<file path="src/rtl/xbar_id_order_tracker.sv">
// Per-ID ordering tracker for a crossbar master port: a transaction may only issue
// if every outstanding transaction with its ID targets the same slave.
// Optional sticky retire-underflow flag: define XBAR_ID_TRACKER_UNDERFLOW_ERR_EN.

module xbar_id_slot #(
  parameter int SDW = 1,
  parameter int CW  = 3
) (
  input  logic           ACLK,
  input  logic           ARESETn,
  input  logic           inc,
  input  logic           dec,
  input  logic [SDW-1:0] dest,
  output logic [CW-1:0]  cnt,
  output logic [SDW-1:0] dst
);
  always_ff @(posedge ACLK) begin
    if (!ARESETn) begin
      cnt <= '0;
      dst <= '0;
    end else begin
      if (inc && !dec)      cnt <= cnt + CW'(1);
      else if (dec && !inc) cnt <= cnt - CW'(1);
      // dst is left stale when cnt drains; it is only consulted while cnt != 0
      if (inc) dst <= dest;
    end
  end
endmodule

module xbar_id_order_tracker #(
  parameter int ID_WIDTH   = 4,
  parameter int slaves     = 2,
  parameter int MAX_PER_ID = 4,
  parameter int MAX_TOTAL  = 8,
  parameter int SDW        = $clog2(slaves),
  parameter int CW         = $clog2(MAX_PER_ID+1),
  parameter int TW         = $clog2(MAX_TOTAL+1)
) (
  input  logic                ACLK,
  input  logic                ARESETn,
  input  logic                req_valid,
  input  logic [ID_WIDTH-1:0] req_id,
  input  logic [SDW-1:0]      req_dest,
  input  logic                req_ready,
  output logic                req_grant,
  input  logic                rsp_valid,
  input  logic [ID_WIDTH-1:0] rsp_id,
  input  logic                rsp_last,
  output logic [TW-1:0]       total_outstanding,
  output logic                busy
`ifdef XBAR_ID_TRACKER_UNDERFLOW_ERR_EN
  ,
  output logic                underflow_err
`endif
);
  localparam int NID = 1 << ID_WIDTH;

  logic [NID-1:0][CW-1:0]  cnt;
  logic [NID-1:0][SDW-1:0] dst;
  logic [NID-1:0]          inc, dec;
  logic [CW-1:0]           req_cnt, rsp_cnt;
  logic [SDW-1:0]          req_dst;
  logic                    allowed, retire, ret_ok;

  assign req_cnt = cnt[req_id];
  assign req_dst = dst[req_id];
  assign rsp_cnt = cnt[rsp_id];

  assign allowed   = (req_cnt == '0 || (req_dst == req_dest && req_cnt < CW'(MAX_PER_ID)))
                     && total_outstanding < TW'(MAX_TOTAL);
  assign req_grant = req_valid & req_ready & allowed;

  // A retire against an empty counter is dropped so nothing wraps
  assign retire = rsp_valid & rsp_last;
  assign ret_ok = retire && rsp_cnt != '0 && total_outstanding != '0;

  for (genvar i = 0; i < NID; i++) begin : g_id
    assign inc[i] = req_grant && req_id == ID_WIDTH'(i);
    assign dec[i] = ret_ok && rsp_id == ID_WIDTH'(i);
    xbar_id_slot #(.SDW(SDW), .CW(CW)) u_slot (
      .ACLK(ACLK), .ARESETn(ARESETn), .inc(inc[i]), .dec(dec[i]),
      .dest(req_dest), .cnt(cnt[i]), .dst(dst[i])
    );
  end

  always_ff @(posedge ACLK) begin
    if (!ARESETn)              total_outstanding <= '0;
    else if (req_grant && !ret_ok) total_outstanding <= total_outstanding + TW'(1);
    else if (ret_ok && !req_grant) total_outstanding <= total_outstanding - TW'(1);
  end

  assign busy = total_outstanding != '0;

`ifdef XBAR_ID_TRACKER_UNDERFLOW_ERR_EN
  always_ff @(posedge ACLK) begin
    if (!ARESETn) underflow_err <= 1'b0;
    else if (retire && (rsp_cnt == '0 || total_outstanding == '0)) underflow_err <= 1'b1;
  end
`endif
endmodule
</file>
<file path="config.mk">
export PLATFORM = sky130hd
export DESIGN_NAME = xbar_id_order_tracker
export DESIGN_NICKNAME = d
export VERILOG_FILES = /design/src/rtl/xbar_id_order_tracker.sv
export SDC_FILE = /design/constraint.sdc
export NUM_CORES = 1
export LEC_CHECK = 0
export CAP_MARGIN = 0
export CORE_AREA = 2 2 126 67
export CTS_CLUSTER_SIZE = 20
export DETAILED_ROUTE_END_ITERATION = 8
export DIE_AREA = 0 0 128 69
export GPL_TIMING_DRIVEN = 0
export HOLD_SLACK_MARGIN = 0.08
export PLACE_DENSITY = 0.77
export SLEW_MARGIN = 20
export SYNTH_ARGS = -nofsm -noshare
export SYNTH_HDL_FRONTEND = slang
export SYNTH_SLANG_ARGS = --single-unit
</file>
<file path="constraint.sdc">
create_clock -name ACLK -period 4.95 [get_ports ACLK]
set_clock_uncertainty 0.15 [all_clocks]
set_input_delay 0.99 -clock ACLK [delete_from_list [all_inputs] [get_ports ACLK]]
set_output_delay 0.99 -clock ACLK [all_outputs]
set_load 0.05 [all_outputs]
</file>
== Word level (Yosys, flattened, before mapping) ==
Cells that the tools add are included.
W data, S select, Z words.

* Bits of input ports: 15
* Output and inout bits: 6
* Register bits after elaboration: 68

* Equality and inequality tests: 31
* Multiplexer cells: 40
* Add/sub/neg operators: 34
* Bitwise gates (word level): 3
* Magnitude comparators: 4
* Reduce and logical (&&, ||, !) cells: 127

{| class="wikitable"
|+ Operator list
! cell !! count
|-
| $mux W3 || 34
|-
| $logic_and A1 B1 Y1 || 70
|-
| $eq A4 B4 Y1 const B || 16
|-
| $add A3 B1 Y3 const B || 16
|-
| $sub A3 B1 Y3 const B || 16
|-
| $logic_not A1 Y1 || 34
|-
| $reduce_bool A2 Y1 || 17
|-
| $eq A4 B3 Y1 const B || 8
|-
| $bmux W3 S4 || 2
|-
| $eq A4 B2 Y1 const B || 4
|-
| $lt A4 B5 Y1 const B || 2
|-
| $eq A4 B1 Y1 const B || 2
|-
| $logic_not A4 Y1 || 2
|-
| $mux W4 || 2
|-
| $add A4 B1 Y4 const B || 1
|-
| $bmux W1 S4 || 1
|-
| $lt A4 B4 Y1 const B || 1
|-
| $reduce_bool A4 Y1 || 1
|-
| $sub A4 B1 Y4 const B || 1
|-
| $and A1 B1 Y1 || 3
|-
| $logic_not A3 Y1 || 1
|-
| $lt A3 B3 Y1 const B || 1
|-
| $reduce_bool A3 Y1 || 1
|-
| $eq A1 B1 Y1 || 1
|-
| 2 further kinds || 2
|}

== Depth between registers and ports, before layout ==
Gate-level depths: netlist of the first run.

* Depth in word-level cells: 12
* Mapped depth: 18

== Cells and area by module ==
From an unflattened synthesis of the first run, not the netlist that was laid out.

* Cell total of the unflattened synthesis: 453
* Area total of the unflattened synthesis: 4366.7 µm²

{| class="wikitable"
|+ Modules (own cells, without submodules)
! module !! seq. area each (µm²) !! cells each !! area each (µm²) !! times used
|-
| xbar_id_slot || 80.1 || 18 || 195.2 || 16
|-
| xbar_id_order_tracker || 80.1 || 165 || 1243.7 || 1
|}

== Least setup slack after synthesis of the first run ==
No wires, ideal clock.

* Path type: input -> register
* Start: in req_id[1]
* End: reg total_outstanding[3]
* Data arrival time: 4084 ps
* Path buffers: 2
* Slack: 640 ps
* Required time: 4724 ps
* Setup time: 76 ps
* Stages: 16
* Path through: buf_6 -> mux4_2 -> mux2_4 -> nand2_2 -> and4_4 -> buf_6 -> nand2_1 -> inv_1 -> ha_1 -> inv_1 -> ha_1 -> a21o_1 -> a21oi_1 -> xnor2_1 -> or3_1 -> a21boi_0

* Cells in the longest elaborated chain, start to end: 10

{| class="wikitable"
|+ Ends and longest elaborated chain
! element !! line !! RTL
|-
| start: declaration || 42 || <nowiki>input logic [ID_WIDTH-1:0] req_id,</nowiki>
|-
| $bmux W3 S4 / $bmux W1 S4 (equally long branches) || 65, 66 ||
|-
| $mux W3 (implied by the code) / $mux W1 (equally long branches) || 65, 66 ||
|-
| $lt A3 B3 Y1 / $eq A1 B1 Y1 (equally long branches) || 69 || <nowiki>assign allowed = (req_cnt == '0 || (req_dst == req_dest && req_cnt < CW'(MAX_PER_ID)))</nowiki>
|-
| $logic_and A1 B1 Y1 || 69 ||
|-
| $logic_or A1 B1 Y1 (*) || 69 ||
|-
| $logic_and A1 B1 Y1 (*) || 70 || <nowiki>&& total_outstanding < TW'(MAX_TOTAL);</nowiki>
|-
| $and A1 B1 Y1 (*) || 71 || <nowiki>assign req_grant = req_valid & req_ready & allowed;</nowiki>
|-
| net req_grant || 45 || <nowiki>output logic req_grant,</nowiki>
|-
| $logic_not A1 Y1 || 89 || <nowiki>else if (ret_ok && !req_grant) total_outstanding <= total_outstanding - TW'(1);</nowiki>
|-
| $logic_and A1 B1 Y1 || 89 ||
|-
| $reduce_bool A2 Y1 (no line) || n/a ||
|-
| end signal: assignment || 88 || <nowiki>else if (req_grant && !ret_ok) total_outstanding <= total_outstanding + TW'(1);</nowiki>
|-
| end signal: assignment || 89 ||
|-
| end: declaration || 49 || <nowiki>output logic [TW-1:0] total_outstanding,</nowiki>
|}

The timed path passes the listed nets; every way through them passes the cells marked *. The select of a mux whose other input is x is not followed.
A chain may end at the register's enable or synchronous reset.

== Final worst setup path of the first run ==
* Start: in rsp_id[1]
* End: reg g_id[15].u_slot.cnt[2]

* Cells in the longest elaborated chain, start to end: 9

{| class="wikitable"
|+ Ends and longest elaborated chain
! element !! line !! RTL
|-
| start: declaration || 47 || <nowiki>input logic [ID_WIDTH-1:0] rsp_id,</nowiki>
|-
| $bmux W3 S4 || 67 || <nowiki>assign rsp_cnt = cnt[rsp_id];</nowiki>
|-
| $mux W3 (implied by the code) || 67 ||
|-
| $reduce_bool A3 Y1 || 75 || <nowiki>assign ret_ok = retire && rsp_cnt != '0 && total_outstanding != '0;</nowiki>
|-
| $logic_and A1 B1 Y1 (2 in series) || 75 ||
|-
| $logic_and A1 B1 Y1 (*) || 79 || <nowiki>assign dec[i] = ret_ok && rsp_id == ID_WIDTH'(i);</nowiki>
|-
| $logic_not A1 Y1 || 22 || <nowiki>if (inc && !dec) cnt <= cnt + CW'(1);</nowiki>
|-
| $logic_and A1 B1 Y1 || 22 ||
|-
| $mux W3 / $reduce_bool A2 Y1 (equally long branches) || n/a ||
|-
| end signal: assignment || 22 ||
|-
| end signal: assignment || 23 || <nowiki>else if (dec && !inc) cnt <= cnt - CW'(1);</nowiki>
|-
| end: declaration || 14 || <nowiki>output logic [CW-1:0] cnt,</nowiki>
|}

Mark *: on every way between the ends. The rest lies on a longest branch, timed or not. The select of a mux whose other input is x is not followed.

==> metrics.csv, run 1 <==
metric,value,unit
Die X-Extent,128,microns
cell leakage power,0.00204,uW
clock-pin slew on the worst setup and hold paths,0.05,ns
Chip Height,69,microns
Max Buffers Root-to-Sink,2,
Post-layout nets,542,
net count after synthesis,516,
required time at the worst-slack endpoint,5.06,ns
Clock Root Buffer,sky130_fd_sc_hd__clkbuf_16,
RePlAce Congestion,0.978,
vias in the first global route,3676,
total detailed-routing wirelength,11.8,mm
post-cts gate resize count,0,
critical path arrival,4.87,ns
setup fix buffers added after clock tree synthesis,0,
Std-Cell Core Area,0.00771,sq mm
overall via count from detail_route,3639,
synthesized netlist cell count,465,
portion of the clock cycle consumed by the worst path in the final layout,96.2,%
number of max-slew violations in the final report,0,
area of the multi-input gates,0.00285,sq mm
Async SR Flop Fraction,0,%
first-pass GRT wire length,19.4,mm
Critical Path Source,rsp_id[1],
count of flip-flops with a built-in enable after synthesis,0,
Min-Delay Path Depth,2,
remaining max-slew budget at the tightest pin,37.7,%
area of all placed cells without fillers,0.00502,sq mm
number of synthesized register bits,68,
area of the mapped netlist,0.00442,sq mm
clock latency on the worst-skew pair,0.34,ns
GRT overflow,0,
portion of the post-synthesis area used by sequential elements,30.8,%
H-tree level count,3,
worst min-delay path startpoint,g_id[4].u_slot.dst$_SDFFE_PN0P_,
share of layout cells above drive strength 1,8.47,%
worst min-delay path class,reg2reg,
remaining design rule violation count,0,
overall fraction of global-route tracks in use,29.0,%
endpoints failing hold,0,
max-cap violation count,0,
antenna diode count,0,
iteration count of the initial detailed-routing pass,5,
post-detail-place hpwl,9.08,mm
initial antenna violation count,0,
initial standard-cell utilization of the core,57.4,%
pin slew with the least headroom to its limit,0.927,ns
total number of yosys warnings,0,
Synth Area per Inst,9.51,sq um
worst r2r path cells,14,
minimum clock period,4.76,ns
placed cell areas,0.00470,sq mm
I/O Pins,21,
fillers,639,
post-cts hold buffer count,0,
via density per instance,6.11,
total design power,1530,uW
largest net degree at the start of global routing,12,
TritonCTS Buffers,9,
drt first-iter violations,395,
average detailed-routed wire length per instance,19.9,microns
Worst Setup End Kind,register,
storage element area,0.00136,sq mm
Finish-stage setup viols,0,
area added between synthesis and finish,13.4,%
number of buffers added on ports,15,
Worst R2R Start,g_id[4].u_slot.cnt[0]$_SDFFE_PN0P_,
post-route antenna net violation count,0,
TritonCTS Sinks,68,
count of different cell masters after synthesis,44,
critical path startpoint category,input port,
power density relative to cell area,305,mW/mm^2
predominant post-synthesis flop cell,sky130_fd_sc_hd__dfxtp_1,
setup repair after global routing missed its margin,no,
Crit Path Class,in2reg,
worst voltage drop across the vdd grid,0.191,mV
CTS tree,yes,
status,"complete, no violations",
highest attainable clock frequency,210,MHz
R2R Setup Slk,1.12,ns
Site Rows,23,
Crit Path Max Fanout,10,
Die ar.,0.00883,sq mm
## cells by family after synthesis
| family | after synthesis | share of synthesized area (%) |
|---|---|---|
| AO/OA/AOI/OAI | 58 | 8.29 |
| buffers and inverters | 47 | 4.72 |
| flip-flops | 68 | 30.8 |
| XOR/XNOR | 36 | 7.13 |
| adder cells (fa/ha/maj) | 36 | 13.1 |
| multiplexers | 50 | 13.5 |
| AND/OR/NAND/NOR | 170 | 22.6 |
## per-stage QoR
stage | setup slack [ns] | utilization, % | setup TNS, ns | hold slack [ns] | instances
global placement | 0.0947 | 60.9 | 0 | 0.293 | 580
detailed placement | -0.0456 | 60.9 | -0.0700 | 0.299 | 580
global route | 0.0284 | 65.1 | 0 | 0.323 | 596
CTS | 0.300 | 65.1 | 0 | 0.307 | 596
finish | 0.187 | 65.1 | 0 | 0.309 | 596
floorplan | 0.640 | - | 0 | 0.281 | 465
## placed cells by master, fill, tap and decap left out, types with 18 or more instances in the layout
cell | netlist | routed
sky130_fd_sc_hd__or3_1 | 18 | 18
sky130_fd_sc_hd__nand2_1 | 29 | 29
sky130_fd_sc_hd__mux2i_1 | 40 | 40
sky130_fd_sc_hd__ha_1 | 19 | 19
sky130_fd_sc_hd__nor2b_1 | 23 | 23
sky130_fd_sc_hd__o21ai_0 | 22 | 22
sky130_fd_sc_hd__inv_1 | 25 | 25
sky130_fd_sc_hd__xnor2_1 | 20 | 20
sky130_fd_sc_hd__dfxtp_1 | 68 | 68
sky130_fd_sc_hd__and2_1 | 20 | 20
## worst paths after layout
| check | to |
|---|---|
| worst min-delay path | g_id[4].u_slot.dst$_SDFFE_PN0P_ |
| worst max-delay path | g_id[15].u_slot.cnt[2]$_SDFFE_PN0P_ |
| worst min register to register | g_id[4].u_slot.dst$_SDFFE_PN0P_ |
| worst max register to register | g_id[15].u_slot.cnt[2]$_SDFFE_PN0P_ |
## routing by layer
layer	vias to the layer above	track usage (%)	share of wire, %
li1	1687	-	-
met1	1762	42.6	47
met2	173	40.2	41
met3	17	9.86	11
met4	0	8.06	1.3
met5	-	0	0
## state kept, by name, summed over array words and instances (netlist names)
name,count
g_id.u_slot.cnt,48
total_outstanding,4
g_id.u_slot.dst,16
## worst max-delay path, stage by stage
cell	delay (ns)
sky130_fd_sc_hd__clkdlybuf4s50_1	0.63
sky130_fd_sc_hd__clkbuf_1	0.45
sky130_fd_sc_hd__a21oi_1	0.19
sky130_fd_sc_hd__mux4_2	0.48
sky130_fd_sc_hd__mux2i_1	0.18
sky130_fd_sc_hd__nor2_1	0.09
sky130_fd_sc_hd__and2_1	0.16
sky130_fd_sc_hd__clkbuf_1	0.19
sky130_fd_sc_hd__nand4_1	0.20
sky130_fd_sc_hd__ha_1	0.21
sky130_fd_sc_hd__inv_1	0.06
sky130_fd_sc_hd__fa_1	0.39
sky130_fd_sc_hd__xor2_1	0.16
sky130_fd_sc_hd__or3_1	0.30
sky130_fd_sc_hd__a21boi_0	0.19
## cell type report
cell class                      count  share of cell area [%]
Sequential cell                    68                    27.1
Buffer                             22                    2.29
Tap cell                          100                    2.49
Multi-Input combinational cell    350                    56.9
Inverter                           25                    1.87
Timing Repair Buffer               15                    2.99
Clock buffer                       12                    4.91
Clock inverter                      4                    1.45
## synthesized netlist by cell type (all sizes together), types with 2 or more instances
| library cell | count | share of area [%] |
|---|---|---|
| mux2i | 40 | 9.0 |
| nor3 | 14 | 1.6 |
| nand2b | 2 | 0.28 |
| and4 | 10 | 2.3 |
| xnor2 | 20 | 4.0 |
| a21boi | 17 | 2.9 |
| nand4b | 4 | 0.79 |
| nor4 | 8 | 1.1 |
| a21oi | 10 | 1.1 |
| nand4 | 7 | 0.99 |
| o2111ai | 2 | 0.40 |
| mux2 | 3 | 0.85 |
| fa | 17 | 7.7 |
| nor2b | 23 | 3.3 |
| nor2 | 13 | 1.1 |
| ha | 19 | 5.4 |
| nand3 | 9 | 1.0 |
| nand2 | 30 | 2.6 |
| inv | 25 | 2.1 |
| clkbuf | 13 | 1.1 |
| or3 | 18 | 2.5 |
| mux4 | 7 | 3.6 |
| nand3b | 6 | 1.0 |
| dfxtp | 68 | 31 |
| and2 | 20 | 2.8 |
| buf | 9 | 1.5 |
| o21ai | 22 | 2.5 |
| xor2 | 16 | 3.2 |
| nor3b | 3 | 0.51 |
## where the power goes
| group | switching [uW] | internal, uW | total, uW | leakage [uW] |
|---|---|---|---|---|
| sequential | 18.8 | 562 | 581 | 0.000549 |
| clock | 244 | 454 | 698 | 0.000153 |
| combinational | 148 | 103 | 251 | 0.00134 |
No activity file was read; power rests on OpenSTA's default activity.
==> run 2: changes to the inputs <==
--- a/config.mk
+++ b/config.mk
@@ -11,7 +11,7 @@
 export DETAILED_ROUTE_END_ITERATION = 8
 export DIE_AREA = 0 0 128 69
 export GPL_TIMING_DRIVEN = 0
-export HOLD_SLACK_MARGIN = 0.08
+export HOLD_SLACK_MARGIN = 0.06
 export PLACE_DENSITY = 0.77
 export SLEW_MARGIN = 20
 export SYNTH_ARGS = -nofsm -noshare
==> results of run 2 <==
Same layout as run 1: the final DEF is identical, and so are final timing and power.
==> variant, RTL diff (flow settings as in run 2) <==
Change the parameter `MAX_TOTAL` from 8 to 4.
--- a/src/rtl/xbar_id_order_tracker.sv
+++ b/src/rtl/xbar_id_order_tracker.sv
@@ -32,5 +32,5 @@
   parameter int slaves     = 2,
   parameter int MAX_PER_ID = 4,
-  parameter int MAX_TOTAL  = 8,
+  parameter int MAX_TOTAL  = 4,
   parameter int SDW        = $clog2(slaves),
   parameter int CW         = $clog2(MAX_PER_ID+1),
Ports: changed (resized total_outstanding); port bits go from 21 to 20. The function was not compared with the original's and may differ.
==> variant against run 2 <==
Via count is 5.5% higher. Count of clock-buffer cells in the layout is 3 lower. Utilization is 0.13 points higher. Die area stayed put. Synthesized cell count is 1.7% higher. Non-clock buffer count is 4 higher. Area after synthesis is 0.37% lower. Worst setup slack worse by 0.093 ns. Sequential share of layout area is 0.45 points lower. Total power is 3.8% lower. Global-route usage is 1.6 points higher. Wire length is 7.6% higher. Cell area is 0.20% higher. Sequential cell count is 1 lower. Highest routed layer unchanged.
==> variant: results (changes against run 2) <==
| Metric | Value |
|---|---|
| Clock Buffer Count | `9 (was 12)` |
| Detailed route wirelength on metal2 | `5.14 mm (was 4.84 mm)` |
| Via count | `3,840 (was 3,639)` |
| Result of the run | `finished clean (unchanged)` |
| Detailed-placement wirelength estimate | `9.49 mm (was 9.08 mm)` |
| Worst-case hold path end point | `g_id[0].u_slot.dst (was g_id[4].u_slot.dst)` |
| Fin Hold WS | `0.308 ns (was 0.309 ns)` |
| Met2 capacity usage during global routing | `40.7% (was 40.2%)` |
| Post-CTS resize count | `4 (was 0)` |
| Number of buffers other than clock buffers in the final layout | `41 (was 37)` |
| Global placer's final weighted congestion | `1.03 (was 0.978)` |
| Synth top cells by count | `sky130_fd_sc_hd__dfxtp_1 (67), sky130_fd_sc_hd__mux2i_1 (37), sky130_fd_sc_hd__nor2b_1 (26), sky130_fd_sc_hd__nand3_1 (22), sky130_fd_sc_hd__o21ai_0 (22) (was sky130_fd_sc_hd__dfxtp_1 (68), sky130_fd_sc_hd__mux2i_1 (40), sky130_fd_sc_hd__nand2_1 (29), sky130_fd_sc_hd__inv_1 (25), sky130_fd_sc_hd__nor2b_1 (23))` |
| Non-clock inverter total of the final layout | `18 (was 25)` |
| Number of clock sinks | `67 (was 68)` |
| Overall track demand over capacity in global routing | `30.6% (was 29.0%)` |
| Number of global-route vias before repair | `3,734 (was 3,676)` |
| Placed instance area | `4690 um2 (was 4700 um2)` |
| End of the worst register-to-register path | `g_id[7].u_slot.cnt[2] (was g_id[15].u_slot.cnt[2])` |
| Data arrival time of the worst path | `4.97 ns (was 4.87 ns)` |
| Metal3 WL | `1.43 mm (was 1.29 mm)` |
| Time the worst path needs with I/O delays and setup | `4.86 ns (was 4.76 ns)` |
| Dominant cells by area after synthesis | `sky130_fd_sc_hd__dfxtp_1 (30%), sky130_fd_sc_hd__mux2i_1 (8.4%), sky130_fd_sc_hd__fa_1 (7.7%), sky130_fd_sc_hd__ha_1 (4.8%), sky130_fd_sc_hd__mux4_2 (4.1%) (was sky130_fd_sc_hd__dfxtp_1 (31%), sky130_fd_sc_hd__mux2i_1 (9.0%), sky130_fd_sc_hd__fa_1 (7.7%), sky130_fd_sc_hd__ha_1 (5.4%), sky130_fd_sc_hd__xnor2_1 (4.0%))` |
| Areal power density over the cells | `293 nW/um2 (was 305 nW/um2)` |
| Internal Dissipation | `0.00107 W (was 0.00112 W)` |
| Avg Cell Area, Syn | `9.32 um2 (was 9.51 um2)` |
| Yosys cell types | `50 (was 44)` |
## variant: changes by cell type after synthesis, moves of 4 or more
cell	before	now
sky130_fd_sc_hd__nor4_1	8	12
sky130_fd_sc_hd__nand3b_1	6	0
sky130_fd_sc_hd__a21oi_1	10	20
sky130_fd_sc_hd__and4_1	5	0
sky130_fd_sc_hd__nand3_1	9	22
sky130_fd_sc_hd__nor2_1	13	18
sky130_fd_sc_hd__and4_4	5	0
sky130_fd_sc_hd__buf_2	5	9
sky130_fd_sc_hd__nand2_1	29	21
sky130_fd_sc_hd__inv_1	25	18
## variant: worst max path at each step
stage	to	depth (start not counted)
CTS	req_grant	8
detailed placement	req_grant	9
finish	g_id[7].u_slot.cnt[2]	13
floorplan	total_outstanding[2]	13
global placement	req_grant	8
global route	g_id[5].u_slot.cnt[2]	13
## variant: logic make-up after synthesis
group	count (synthesis)
flops	67
xor+xnor	34
fa+ha+maj	34
compound gates	80
simple gates	169
buf+inv	43
mux	46
